<file path="src/rtl/preset_writer.sv">
// Writer end of the digit-counter preset interface.
// Accepts a BCD value over valid/ready and rejects it if any digit is above 9. A valid
// value is written to the counters with a clear pulse, a one-cycle gap and a set pulse,
// while hold keeps them frozen. The counter outputs are then compared against the value
// until they match or the verify window runs out.
module preset_writer #(
  parameter int unsigned DIGITS         = 2,
  parameter int unsigned PULSE_CYCLES   = 2,
  parameter int unsigned VERIFY_TIMEOUT = 8
) (
  input  logic                  clk,
  input  logic                  reset,
  input  logic                  load_valid,
  output logic                  load_ready,
  input  logic [4*DIGITS-1:0]   load_value,
  output logic                  hold,
  output logic [4*DIGITS-1:0]   clear_o,
  output logic [4*DIGITS-1:0]   set_o,
  input  logic [4*DIGITS-1:0]   readback,
  output logic                  done,
  output logic                  error,
  output logic [1:0]            err_code
);

  localparam int unsigned W = 4 * DIGITS;
  // Terminal counts: the counter starts at 0 on phase entry, so a phase of N cycles
  // ends when the count reaches N-1.
  localparam logic [7:0] PulseLast  = 8'(PULSE_CYCLES - 1);
  localparam logic [7:0] VerifyLast = 8'(VERIFY_TIMEOUT - 1);

  localparam logic [1:0] ErrNone    = 2'b00;
  localparam logic [1:0] ErrBadBcd  = 2'b01;
  localparam logic [1:0] ErrTimeout = 2'b10;

  typedef enum logic [2:0] {
    StIdle,
    StCheck,
    StClear,
    StGap,
    StSet,
    StVerify,
    StDone,
    StErr
  } state_e;

  state_e         state;
  logic [W-1:0]   value;
  logic [7:0]     cnt;
  logic           bad_digit;

  // Flag any captured nibble outside the BCD range 0..9.
  always_comb begin
    bad_digit = 1'b0;
    for (int unsigned i = 0; i < DIGITS; i++) begin
      if (value[4*i +: 4] > 4'd9) begin
        bad_digit = 1'b1;
      end
    end
  end

  // Sequencer with every output registered alongside the state it belongs to.
  always_ff @(posedge clk) begin
    if (reset) begin
      state      <= StIdle;
      value      <= '0;
      cnt        <= '0;
      load_ready <= 1'b1;
      hold       <= 1'b0;
      clear_o    <= '0;
      set_o      <= '0;
      done       <= 1'b0;
      error      <= 1'b0;
      err_code   <= ErrNone;
    end else begin
      done  <= 1'b0;
      error <= 1'b0;
      unique case (state)
        StIdle: begin
          if (load_valid && load_ready) begin
            value      <= load_value;
            err_code   <= ErrNone;
            load_ready <= 1'b0;
            state      <= StCheck;
          end
        end
        StCheck: begin
          if (bad_digit) begin
            error    <= 1'b1;
            err_code <= ErrBadBcd;
            state    <= StErr;
          end else begin
            hold    <= 1'b1;
            clear_o <= '1;
            cnt     <= '0;
            state   <= StClear;
          end
        end
        StClear: begin
          if (cnt == PulseLast) begin
            clear_o <= '0;
            state   <= StGap;
          end else begin
            cnt <= cnt + 8'd1;
          end
        end
        StGap: begin
          // The gap cycle keeps clear and set from ever overlapping.
          set_o <= value;
          cnt   <= '0;
          state <= StSet;
        end
        StSet: begin
          if (cnt == PulseLast) begin
            set_o <= '0;
            cnt   <= '0;
            state <= StVerify;
          end else begin
            cnt <= cnt + 8'd1;
          end
        end
        StVerify: begin
          // A match on the last allowed cycle still counts as success.
          if (readback == value) begin
            hold  <= 1'b0;
            done  <= 1'b1;
            state <= StDone;
          end else if (cnt == VerifyLast) begin
            hold     <= 1'b0;
            error    <= 1'b1;
            err_code <= ErrTimeout;
            state    <= StErr;
          end else begin
            cnt <= cnt + 8'd1;
          end
        end
        StDone, StErr: begin
          cnt        <= '0;
          load_ready <= 1'b1;
          state      <= StIdle;
        end
        default: begin
          state      <= StIdle;
          load_ready <= 1'b1;
          hold       <= 1'b0;
          clear_o    <= '0;
          set_o      <= '0;
        end
      endcase
    end
  end

endmodule

</file>
<file path="config.mk">
export PLATFORM = sky130hd
export DESIGN_NAME = preset_writer
export DESIGN_NICKNAME = d
export VERILOG_FILES = /design/src/rtl/preset_writer.sv
export SDC_FILE = /design/constraint.sdc
export NUM_CORES = 1
export LEC_CHECK = 0
export CAP_MARGIN = 40
export CORE_MARGIN = 1
export CORE_UTILIZATION = 53
export CTS_BUF_LIST = sky130_fd_sc_hd__clkbuf_16
export CTS_CLUSTER_SIZE = 20
export DETAILED_ROUTE_END_ITERATION = 8
export PLACE_DENSITY = 0.95
export SYNTH_ARGS = -nofsm -noshare
export SYNTH_HDL_FRONTEND = slang
export SYNTH_SLANG_ARGS = --single-unit
export TNS_END_PERCENT = 50
</file>
<file path="constraint.sdc">
create_clock -name clk -period 3.8 [get_ports clk]
set_clock_uncertainty 0.2 [all_clocks]
set_input_delay 0.76 -clock clk [delete_from_list [all_inputs] [get_ports clk]]
set_output_delay 0.76 -clock clk [all_outputs]
set_load 0.05 [all_outputs]
</file>
# Word-level counts from Yosys, hierarchy flattened
# Index checks and enable logic that the tools add are counted.
# W data, S select, Z words.
# classes
n_addsub	1
n_lt_le_gt_ge	2
eq_ne	20
n_mux	35
bitwise_logic	1
reduce_logical	19
# op_table
operator	count
$mux W8	7
$pmux W8 S5	1
$pmux W8 S2	2
$pmux W3 S7	1
$mux W3	6
$ne A2 B2 Y1 const B	9
$eq A3 B3 Y1 const B	4
$mux W1	10
$reduce_and A5 Y1	2
$add A8 B1 Y8 const B	1
$eq A8 B1 Y1 const B	1
$eq A8 B3 Y1 const B	1
$eq A8 B8 Y1	1
$gt A4 B4 Y1 const B	2
$mux W2	4
$reduce_bool A2 Y1	4
$eq A3 B2 Y1 const B	2
$pmux W1 S2	3
$pmux W2 S3	1
$reduce_and A2 Y1	3
$reduce_and A3 Y1	2
$reduce_bool A5 Y1	1
$reduce_and A4 Y1	1
$reduce_or A2 Y1	2
other kinds (7)	7
# totals
register_bits	41
input_bits	19
out_inout_bits	22
wordCells	88

# Logic depth before layout (Yosys ltp)
# logic_depth
ltp_word	5
mapped_depth	7
ltp_nobuf	7

# Least setup slack after synthesis
# OpenSTA, ideal clock, no wires.
# synth_path
path_kind	flip-flop to flip-flop
start	reg cnt[0]
end	reg cnt[5]
setup_time_ns	0.136
arrival_ns	1.677
t_required_ns	3.464
path_slack_ns	1.787
stages_incl_launch_ff	7
path_buffers	0
synth_period_minus_slack_ns	2.013
cell_sequence	dfxtp_1 > ha_1 > or4b_4 > o311ai_4 > a21oi_1 > a211oi_1 > o32ai_1
# synth_between
elab_chain_len	4
word_cells_on_any_way	11
classes_between	add/sub: 1; eq/ne: 4; mux: 5; reduce/logical: 1
# synth_rtl
item	line_no	text
from (decl)	48	logic [7:0] cnt;
from (signal assigned)	103	cnt <= cnt + 8'd1;
from (signal assigned)	118	cnt <= cnt + 8'd1;
from (signal assigned)	133	cnt <= cnt + 8'd1;
$add A8 B1 Y8	103, 118, 133	
$mux W8	127	end else if (cnt == VerifyLast) begin
$mux W8	123	if (readback == value) begin
$pmux W8 S5	77	unique case (state)
# Parallel ways exist; a longest one is shown, timed or not. The select of a mux whose other input is x is not followed.
# A chain may end at the register's enable or synchronous reset.

==> flow_metrics.py <==
metrics = {
    "flow_run": {
        "drv_cap": 0,
    },
    "synthesis": {
        "async_flop_share_pct": 0,
        "synth-edff-count": 0,
        "ys_ff_latch": 34,
        "synth.area.top_cells": "dfxtp_1 (38%), nor2_1 (5.7%), mux2i_1 (5.0%)",
        "ys_types": 45,
        "synth_top_area_share_pct": 38.0,
        "synth-simple-area-share_pct": 18.4,
        "ys_seq_area_share_pct": 38.0,
        "synth.area.mux_share_pct": 5.03,
        "synth_top_family_by_area": "compound AO/OA/AOI/OAI gates",
        "synthCells": 210,
        "yosys_warnings": 0,
        "synth.largest_area_cell": "dfxtp_1",
        "synthFlopType": "dfxtp_1",
        "syn_nets": 231,
        "synthAdderAreaFrac_pct": 1.40,
        "synth_xor_area_share_pct": 3.91,
        "synthesis.area_mm2": 0.00179,
        "synth_compound_area_share_pct": 26.3,
        "avgSynthCellArea_um2": 8.53,
    },
    "clock_tree": {
        "clock_sinks": 34,
        "clk_latency_ns": 0.28,
        "postCtsSetupRepairBufs": 0,
        "cts_tree": "yes",
        "clockRootBuffer": "clkbuf_16",
        "htree_levels": 2,
        "numCtsBuffers": 5,
        "cts_max_path_buffers": 2,
        "cts.clk_slew.worst_paths_ns": 0.05,
        "hold_buffers": 0,
        "post_cts_resized": 0,
    },
    "sta": {
        "final-setup-viol-count": 0,
        "slew_headroom_pct": 62.3,
        "final.period_utilization_pct": 67.6,
        "grt_setup_unrepaired": "no",
        "finalHoldViolations": 0,
        "period_needed_ns": 2.57,
        "setup_tns_ns": 0,
        "tightestPinTransition_ns": 0.565,
        "slew_violations": 0,
        "fmax_ghz": 0.389,
    },
    "critical_path": {
        "critPathKind": "register to output pin",
        "arrival_ns": 1.61,
        "rrSetupSlack_ns": 1.52,
        "worstSetupStartpointType": "register",
        "crit_chain": "clkdlybuf4s50_1",
        "r2r-end": "cnt[5]",
        "path_max_fanout": 10,
        "timing.rr.start": "cnt[0]",
        "critPathRequiredTime_ns": 2.84,
        "worstRegToRegCells": 6,
        "critical-path-max-stage-delay_ns": 0.86,
        "crit_family": "buffers and inverters",
        "worst_setup_path_end_kind": "output pin",
        "cpMaxStageDelayCell": "clkdlybuf4s50_1",
        "crit_buf_inv": 1,
    },
    "layout": {
        "layout.nets": 263,
        "areaGrowthSynthToFinish_pct": 29.8,
        "final_cell_area_mm2": 0.00232,
        "mostFrequentLayoutCell": "clkdlybuf4s50_1",
        "final_cell_mix": "clkdlybuf4s50_1 (40), dfxtp_1 (34), nor2_1 (27)",
        "layout-drive-gt1-share_pct": 9.50,
        "num_antenna_cells": 0,
    },
    "placement": {
        "place.gp.congestion": 0.896,
        "port_buffers": 40,
        "placed_area_mm2": 0.00217,
        "dp.final_hpwl_um": 3110,
    },
    "grt": {
        "overflow": 0,
        "grt_usage_pct": 29.7,
        "grt_max_degree": 35,
        "grt_pass1_wl_um": 7710,
        "grt_pass1_vias": 1642,
        "antenna_found_initial": 0,
    },
    "route": {
        "wirelength_um": 4600,
        "wire_per_inst_um": 16.1,
        "vias": 1740,
        "drt_iter0_drc": 127,
        "viasPerCell": 6.08,
        "drc": 0,
        "dr.pass1.iters": 4,
        "final_antenna_net_count": 0,
    },
    "power_and_ir_drop": {
        "p_sw_share_pct": 31.8,
        "p_clk_share_pct": 37.4,
        "ir_drop_uv": 337,
        "power_frac_comb_pct": 27.1,
        "leakage_nw": 0.837,
        "power_switching_w": 0.000379,
        "intPower_w": 0.000812,
        "pwr-share-seq_pct": 35.4,
        "power_density_mw_per_mm2": 512,
    },
    "die": {
        "io_pins": 41,
        "core_area_mm2": 0.00313,
        "floorplan.die_area_mm2": 0.00361,
        "dieWidth_um": 60.1,
        "initial_utilization_pct": 57.2,
        "die-height_um": 60.1,
        "num_rows": 20,
    },
    "min_path": {
        "holdPathStages": 2,
        "min_from": "set_o[4]",
        "hold_path_class": "register to register",
        "min_to": "set_o[4]",
    },
    "status": {
        "status": "finished clean",
    },
}
## area by class of cell
| type | count | area (um2) |
|---|---|---|
| tap | 44 | 55.1 |
| clock buffer | 5 | 125 |
| timing repair buffer | 41 | 408 |
| multi-input combinational | 150 | 985 |
| inverter | 10 | 37.5 |
| fill | 218 | 803 |
| sequential | 34 | 681 |
| clock inverter | 2 | 33.8 |
## through the flow
stage | util [%] | worst slack, ns | hold slack (ns) | cells | total power (W)
after CTS | 74.3 | 1.21 | 0.305 | 286 | 0.00119
after floorplan | - | 1.79 | 0.276 | 210 | 0.000665
after global placement | 69.2 | 1.16 | 0.280 | 279 | 0.000733
after detailed placement | 69.2 | 1.07 | 0.284 | 279 | 0.000742
final | 74.3 | 1.23 | 0.292 | 286 | 0.00119
after global routing | 74.3 | 1.14 | 0.322 | 286 | 0.00124
## sequential cells by signal (all words and copies together) (netlist names)
name,flops
done,1
state,3
err_code,2
hold,1
load_ready,1
set_o,8
cnt,8
value,8
error,1
clear_o,1
## worst max path at each step
stage | startpoint | endpoint | slack (ns) | depth (start not counted)
5_1_grt | clear_o[6] | clear_o[1] | 1.14 | 1
3_5_place_dp | readback[4] | cnt[7] | 1.07 | 6
6_report | clear_o[6] | clear_o[1] | 1.23 | 1
3_3_place_gp | readback[2] | cnt[4] | 1.16 | 6
4_1_cts | clear_o[6] | clear_o[1] | 1.21 | 1
2_1_floorplan | cnt[0] | cnt[5] | 1.79 | 6
## logic make-up after synthesis
kind of cell,count (synthesis)
mux,9
flops,34
buf+inv,26
xor+xnor,8
fa+ha+maj,2
simple gates,67
compound gates,64
## power groups by stage
stage / clock [W] / combinational (W) / sequential (W)
floorplan: 0 / 0.000221 / 0.000444
global placement: 0 / 0.000309 / 0.000425
detailed placement: 0 / 0.000315 / 0.000427
CTS: 0.000447 / 0.000321 / 0.000421
global route: 0.000466 / 0.000346 / 0.000425
finish: 0.000446 / 0.000323 / 0.000422
## synth_stat cells (2+ instances only)
master	count
a211oi_1	10
a21oi_1	14
a22oi_1	8
and3_2	2
buf_4	7
clkbuf_1	8
dfxtp_1	34
ha_1	2
inv_1	8
mux2i_1	9
nand2_1	8
nand3_1	9
nand4_1	4
nor2_1	27
nor2b_1	2
nor3_1	4
o21ai_0	11
o32ai_1	6
or2_2	3
or3_1	2
xnor2_1	8
## layer usage
metal | track usage, % | part of all wire, %
met3 | 6.06 | 7.8
met5 | 0 | 0
met2 | 50.2 | 51
met1 | 35.6 | 40
met4 | 13.6 | 1.7
(Power assumes the default switching activity.)
